--- config.mk ---
export PLATFORM = sky130hd
export DESIGN_NAME = memory_port_arbiter
export DESIGN_NICKNAME = d
export VERILOG_FILES = /design/src/rtl/memory_port_arbiter_pkg.sv /design/src/rtl/memory_port_arbiter.sv
export SDC_FILE = /design/constraint.sdc
export NUM_CORES = 1
export LEC_CHECK = 0
export CAP_MARGIN = 30
export CORE_MARGIN = 2
export CORE_UTILIZATION = 25
export DETAILED_ROUTE_END_ITERATION = 6
export GPL_ROUTABILITY_DRIVEN = 0
export HOLD_SLACK_MARGIN = 0.15
export SYNTH_ARGS = -nofsm -noshare
export SYNTH_HDL_FRONTEND = slang
export SYNTH_SLANG_ARGS = --single-unit
export TNS_END_PERCENT = 50
--- constraint.sdc ---
create_clock -name clock -period 1.6 [get_ports clock]
set_input_delay 0.16 -clock clock [delete_from_list [all_inputs] [get_ports clock]]
set_output_delay 0.16 -clock clock [all_outputs]
set_load 0.1 [all_outputs]
--- src/rtl/memory_port_arbiter_pkg.sv ---
// memory_port_arbiter_pkg
// Shared encodings for the block-RAM port arbiter: FSM state encoding,
// requester/owner encoding and the round-robin pick used on a tie.
// The datapath controller uses the same owner constants when it muxes
// its own memory requests.

package memory_port_arbiter_pkg;

    localparam int DEFAULT_DATA_WIDTH    = 16;
    localparam int DEFAULT_ADDRESS_WIDTH = 16;

    typedef enum logic [1:0] {
        IDLE    = 2'b00,
        ACCESS  = 2'b01,
        RESPOND = 2'b10
    } arb_state_e;

    localparam logic OWNER_CPU = 1'b0;
    localparam logic OWNER_AUX = 1'b1;

    // A lone request wins outright; on a tie the requester that did not
    // win last time gets the port, so two busy requesters strictly alternate.
    function automatic logic pick_winner(input logic cpu_req,
                                         input logic aux_req,
                                         input logic last_owner);
        if (cpu_req && aux_req) begin
            return ~last_owner;
        end
        return aux_req ? OWNER_AUX : OWNER_CPU;
    endfunction

endpackage

--- src/rtl/memory_port_arbiter.sv ---
// memory_port_arbiter
// Shares the single synchronous-read block-RAM port between the CPU
// datapath and an auxiliary requester (display / I/O engine). The winning
// access is latched in IDLE, presented to the RAM for exactly one cycle
// (ACCESS), then acknowledged for one cycle (RESPOND) while the RAM's
// registered read data is on the shared bus.
//
// Ports
//   clock, reset                 system clock, async active-high reset
//   cpu_request/write_enable/address/write_data   CPU access request
//   cpu_acknowledge, cpu_read_data                CPU completion + data
//   aux_request/write_enable/address/write_data   auxiliary access request
//   aux_acknowledge, aux_read_data                aux completion + data
//   memory_address/write_enable/write_data        registered RAM port
//   memory_read_data                              RAM output (1-cycle latency)
//
// state   | meaning
// --------+-----------------------------------------------------------
// IDLE    | waiting for a request; latches the winner's access on grant
// ACCESS  | latched address/data on the RAM port, write strobe if a write
// RESPOND | owner's acknowledge high, read data valid on the shared bus

module memory_port_arbiter
    import memory_port_arbiter_pkg::*;
#(
    parameter int DATA_WIDTH    = DEFAULT_DATA_WIDTH,
    parameter int ADDRESS_WIDTH = DEFAULT_ADDRESS_WIDTH
) (
    input  logic                     clock,
    input  logic                     reset,

    input  logic                     cpu_request,
    input  logic                     cpu_write_enable,
    input  logic [ADDRESS_WIDTH-1:0] cpu_address,
    input  logic [DATA_WIDTH-1:0]    cpu_write_data,
    output logic                     cpu_acknowledge,
    output logic [DATA_WIDTH-1:0]    cpu_read_data,

    input  logic                     aux_request,
    input  logic                     aux_write_enable,
    input  logic [ADDRESS_WIDTH-1:0] aux_address,
    input  logic [DATA_WIDTH-1:0]    aux_write_data,
    output logic                     aux_acknowledge,
    output logic [DATA_WIDTH-1:0]    aux_read_data,

    output logic [ADDRESS_WIDTH-1:0] memory_address,
    output logic                     memory_write_enable,
    output logic [DATA_WIDTH-1:0]    memory_write_data,
    input  logic [DATA_WIDTH-1:0]    memory_read_data
);

    arb_state_e               state_q, state_d;
    logic                     owner_q, owner_d;
    logic                     last_owner_q, last_owner_d;
    logic                     write_enable_q, write_enable_d;
    logic [ADDRESS_WIDTH-1:0] address_q, address_d;
    logic [DATA_WIDTH-1:0]    write_data_q, write_data_d;
    logic                     cpu_ack_q, cpu_ack_d;
    logic                     aux_ack_q, aux_ack_d;

    logic                     any_request;
    logic                     winner;

    assign any_request = cpu_request | aux_request;
    assign winner      = pick_winner(cpu_request, aux_request, last_owner_q);

    always_comb begin
        state_d        = state_q;
        owner_d        = owner_q;
        last_owner_d   = last_owner_q;
        address_d      = address_q;
        write_data_d   = write_data_q;
        // Write strobe and acknowledges are single-cycle; they are only
        // raised on the transition into the state that owns them.
        write_enable_d = 1'b0;
        cpu_ack_d      = 1'b0;
        aux_ack_d      = 1'b0;

        case (state_q)
            IDLE: begin
                if (any_request) begin
                    owner_d      = winner;
                    last_owner_d = winner;
                    if (winner == OWNER_AUX) begin
                        address_d      = aux_address;
                        write_data_d   = aux_write_data;
                        write_enable_d = aux_write_enable;
                    end else begin
                        address_d      = cpu_address;
                        write_data_d   = cpu_write_data;
                        write_enable_d = cpu_write_enable;
                    end
                    state_d = ACCESS;
                end
            end
            ACCESS: begin
                cpu_ack_d = (owner_q == OWNER_CPU);
                aux_ack_d = (owner_q == OWNER_AUX);
                state_d   = RESPOND;
            end
            RESPOND: begin
                state_d = IDLE;
            end
            default: begin
                state_d = IDLE;
            end
        endcase
    end

    always_ff @(posedge clock or posedge reset) begin
        if (reset) begin
            state_q        <= IDLE;
            owner_q        <= OWNER_CPU;
            last_owner_q   <= OWNER_AUX;
            write_enable_q <= 1'b0;
            address_q      <= '0;
            write_data_q   <= '0;
            cpu_ack_q      <= 1'b0;
            aux_ack_q      <= 1'b0;
        end else begin
            state_q        <= state_d;
            owner_q        <= owner_d;
            last_owner_q   <= last_owner_d;
            write_enable_q <= write_enable_d;
            address_q      <= address_d;
            write_data_q   <= write_data_d;
            cpu_ack_q      <= cpu_ack_d;
            aux_ack_q      <= aux_ack_d;
        end
    end

    assign memory_address      = address_q;
    assign memory_write_data   = write_data_q;
    assign memory_write_enable = write_enable_q;

    assign cpu_acknowledge = cpu_ack_q;
    assign aux_acknowledge = aux_ack_q;

    // Both requesters see the RAM output; only the acknowledged one may use it.
    assign cpu_read_data = memory_read_data;
    assign aux_read_data = memory_read_data;

endmodule

# Word-level counts from Yosys, hierarchy flattened
# Index checks and enable logic that the tools add are counted.
# classes
n_eq_ne	2
mux	13
bitwise_logic	3
n_reduce_logical	3
# ops
op	n
16-bit 2-to-1 mux	2
1-bit 2-to-1 mux	9
2-bit case mux with 2 select lines	1
2-bit by 1-bit == test with 1-bit output, second input constant	1
2-bit logical NOT	1
2-bit 2-to-1 mux	1
2-bit inequality test, second input constant	1
1-bit inverter	2
2-bit AND reduction	1
1-bit logical AND	1
1-bit bitwise OR	1
# totals
register_bits	39
inputBits	86
elab_cells	29

# Logic depth before layout (Yosys ltp)
# Gate-level depths: netlist (run 1).
# logic_depth
depth_word	6
ltp_mapped	6

# Least setup slack after synthesis (run 1)
# No wires, ideal clock.
# synth_path
kind	register to register
startpoint	register last_owner_q
endpoint	register address_q[0] (netlist: memory_address[0])
t_arrival_ps	1124
t_required_ps	1517
setup_slack_ps	393
stages_incl_launch_ff	6
path_buffers	2
synth_period_minus_slack_ps	1207
path_cell_list	dfstp_2 > a21bo_1 > buf_2 > buf_2 > nand2_1 > a31oi_1
# synth_via
elab_chain_cells	4
# synth_lines
item	line_no	text
from (decl)	memory_port_arbiter.sv:54	logic last_owner_q, last_owner_d;
from (signal assigned)	memory_port_arbiter.sv:123	last_owner_q <= last_owner_d;
1-bit inverter	memory_port_arbiter_pkg.sv:27	return ~last_owner;
1-bit 2-to-1 mux	memory_port_arbiter_pkg.sv:26	if (cpu_req && aux_req) begin
1-bit 2-to-1 mux	memory_port_arbiter_pkg.sv:29	return aux_req ? OWNER_AUX : OWNER_CPU;
16-bit 2-to-1 mux	memory_port_arbiter.sv:84	if (winner == OWNER_AUX) begin
to (signal assigned)	memory_port_arbiter.sv:125	address_q <= address_d;
to (decl)	memory_port_arbiter.sv:56	logic [ADDRESS_WIDTH-1:0] address_q, address_d;
# Every way passes these cells. The select of a mux whose other input is x is not followed.
# A chain may end at the register's enable or synchronous reset.

# Worst setup path after layout (run 1)
# layout_path
startpoint	register state_q[1]
endpoint	register write_data_q[4] (netlist: memory_write_data[4])
# layout_via
elab_chain_cells	2
# layout_lines
item	line_no	text
from (decl)	memory_port_arbiter.sv:52	arb_state_e state_q, state_d;
from (signal assigned)	memory_port_arbiter.sv:121	state_q <= state_d;
2-bit logical NOT	memory_port_arbiter.sv:79	case (state_q)
2-bit AND reduction (no source line)	n/a	
to (signal assigned)	memory_port_arbiter.sv:126	write_data_q <= write_data_d;
to (decl)	memory_port_arbiter.sv:57	logic [DATA_WIDTH-1:0] write_data_q, write_data_d;
# Every way passes these cells.

==> summary.txt, run 1 <==
Vias in the first global route -> 1,790
Syn_nets -> 318
Clk root buf -> clkbuf_8
Clk slew on worst S/H paths -> 0.08 ns
Initial antenna violation count -> 0
Dpl ws -> -0.05545 ns
Crit path DAT -> 1.52 ns
Dpl hpwl -> 4118 um
Setup ws final -> 0.2162 ns
Netlist Area Pre-Place -> 2056 um^2
Yosys cell types -> 18
TritonCTS buffer count -> 5
1st-iter DRT viols -> 61
Total gr overflow -> 0
Layout cells sized above 1 -> 19.34%
Die Y -> 94.68 um
Die Wd -> 94.68 um
Ys flop type -> dfrtp_1
Initial Utilization -> 25.40%
Hold crit path type -> input port to async pin
CTS tree -> yes
Status -> complete, no violations
GR Util All Layers -> 13.05%
CP Data Required Time -> 1.73 ns
Setup violations, final -> 0
Core Util, Final -> 42.38%
Slew Viols, Final -> 0
Post-DR wirelength/cell -> 14.01 um
Residual DRC count -> 0
Area share of the largest cell type after synthesis -> 46.26%
Post-CTS Hold Buffers -> 0
Asr flop ratio synth -> 100.0%
Max-slew headroom -> 61.06%
Core Rows -> 33
Number of synthesized flops with an enable pin -> 0
Largest net degree at the start of global routing -> 36
Antenna Nets Post-Route -> 0
Core Region -> 8093 um^2
Layout area overhead -> 66.83%
Crit Path Category -> flip-flop to flip-flop
Filler Cells Inserted -> 805
Avg Inst Size Synth -> 8.861 um^2
Clock Latency Late Sink -> 0.29 ns
Synth warn -> 0
I/O Pins -> 153
Sequential area share after synthesis -> 47.53%
Final setup skew -> 0.005071 ns
Setup bufs post-CTS -> 0
Hold Vio Cnt, Final -> 0
Yosys reg bits -> 39
Vias per cell -> 4.610
Fin Hold WS -> 0.1812 ns
Maxcap violations -> 0
Synth top cells by count -> nand2_1, dfrtp_1, a21oi_1
Post-CTS Resized -> 0
Die area -> 8964 um^2
Area contributors post-synth -> dfrtp_1, nand2_1, buf_4, a31oi_1, a21oi_1
RSZ-0062 raised after global routing -> no
Final Cycle Share -> 86.49%
Clk sink count -> 39
Worst-margin pin slew -> 0.5832 ns
CP Capture Type -> flip-flop
Minimum clock period -> 1.384 ns
Max Freq -> 722.6 MHz
First-pass GRT wire length -> 9073 um
Area leader, netlist -> dfrtp_1
Antenna Diode Count -> 0
Final-stage net count -> 390
CTS H-tree depth -> 2
Count leader, synth -> nand2_1
DRT Pass-1 Iters -> 4
Clock Path Buffers -> 2
Gate Count Post-Synth -> 232
DRT Wirelength -> 5744 um
CP startpoint kind -> flip-flop
Vias -> 1,890
I/O Buffers -> 104
Crit path max fanout -> 33
==> worst paths after layout <==
kind	startpoint	endpoint	slack (ns)	cells past startpoint
min reg2reg	owner_q$_DFFE_PP0P_	cpu_acknowledge$_DFF_PP0_	0.46	1
max	state_q[1]$_DFFE_PP0P_	memory_write_data[4]$_DFFE_PP0P_	0.22	4
max reg2reg	state_q[1]$_DFFE_PP0P_	memory_write_data[4]$_DFFE_PP0P_	0.22	4
min in group clock	memory_read_data[8]	aux_read_data[8]	0.32	0
max in group asynchronous	reset	memory_write_data[7]$_DFFE_PP0P_	0.91	3
min	reset	memory_address[3]$_DFFE_PP0P_	0.18	2
==> metrics by stage <==
stage	cells	cell area [um^2]	setup TNS, ns
after floorplan	232	2056	0
after global placement	402	3317	-0.0007331
after detailed placement	402	3317	-0.5454
after CTS	410	3430	0
after global routing	410	3430	0
final	410	3430	0
==> placed cells by master (no fill, tap or decap), types with 2 or more instances in the layout <==
cell / instances
clkdlybuf4s50_1: 69
nand2_1: 66
dfrtp_1: 38
buf_12: 37
a21oi_1: 34
a31oi_1: 33
buf_4: 8
clkbuf_8: 5
inv_2: 2
nor2b_1: 2
==> critical path, cell delays in order, from the launching register on <==
cell     delay (ns)
dfrtp_1        0.41
nor2_4         0.15
nand2_4        0.06
inv_2          0.43
a31oi_1        0.18
==> sequential cells by signal, indices dropped and copies added, names as in the netlist <==
register and cells:
memory_write_data 16, memory_write_enable 1, aux_acknowledge 1, memory_address 16, cpu_acknowledge 1, owner_q 1, state_q 2, last_owner_q 1
==> layout make-up <==
class                           instances  area [um^2]  area share (%)
Timing Repair Buffer                  114         1491           43.49
Sequential cell                        39        977.2           28.49
Multi-Input combinational cell        142        709.4           20.69
Tap cell                              105        131.4           3.831
Clock buffer                            5        68.82           2.007
Clock inverter                          3        43.79           1.277
Inverter                                2        7.507          0.2189
==> kinds of logic (layout without fill, tap and decap cells) <==
group	Yosys count	in the layout	synth area share, %
buf+inv	51	124	18.32
compound gates	70	70	19.78
flops	39	39	47.54
simple gates	72	72	14.36
==> metal layers <==
metal	vias to the layer above	wire length, um	share of wire [%]	GRT usage (%)
met2	92	2644	46	19.92
met1	882	2383	41	16.78
li1	898	-	-	-
met3	18	596	10	5.028
met5	-	0	0	0
met4	0	119	2.1	4.710
Power of run 1 is left out: the tool's default activity adds up to more than one toggle a clock period on the data nets, which glitch-free logic cannot reach.
==> run 2: changes to the inputs <==
- CAP_MARGIN: 30 -> 20
==> results of run 2 <==
No change in the layout: final DEF, timing and power equal those of run 1.
Power of run 2 is left out for the same reason.
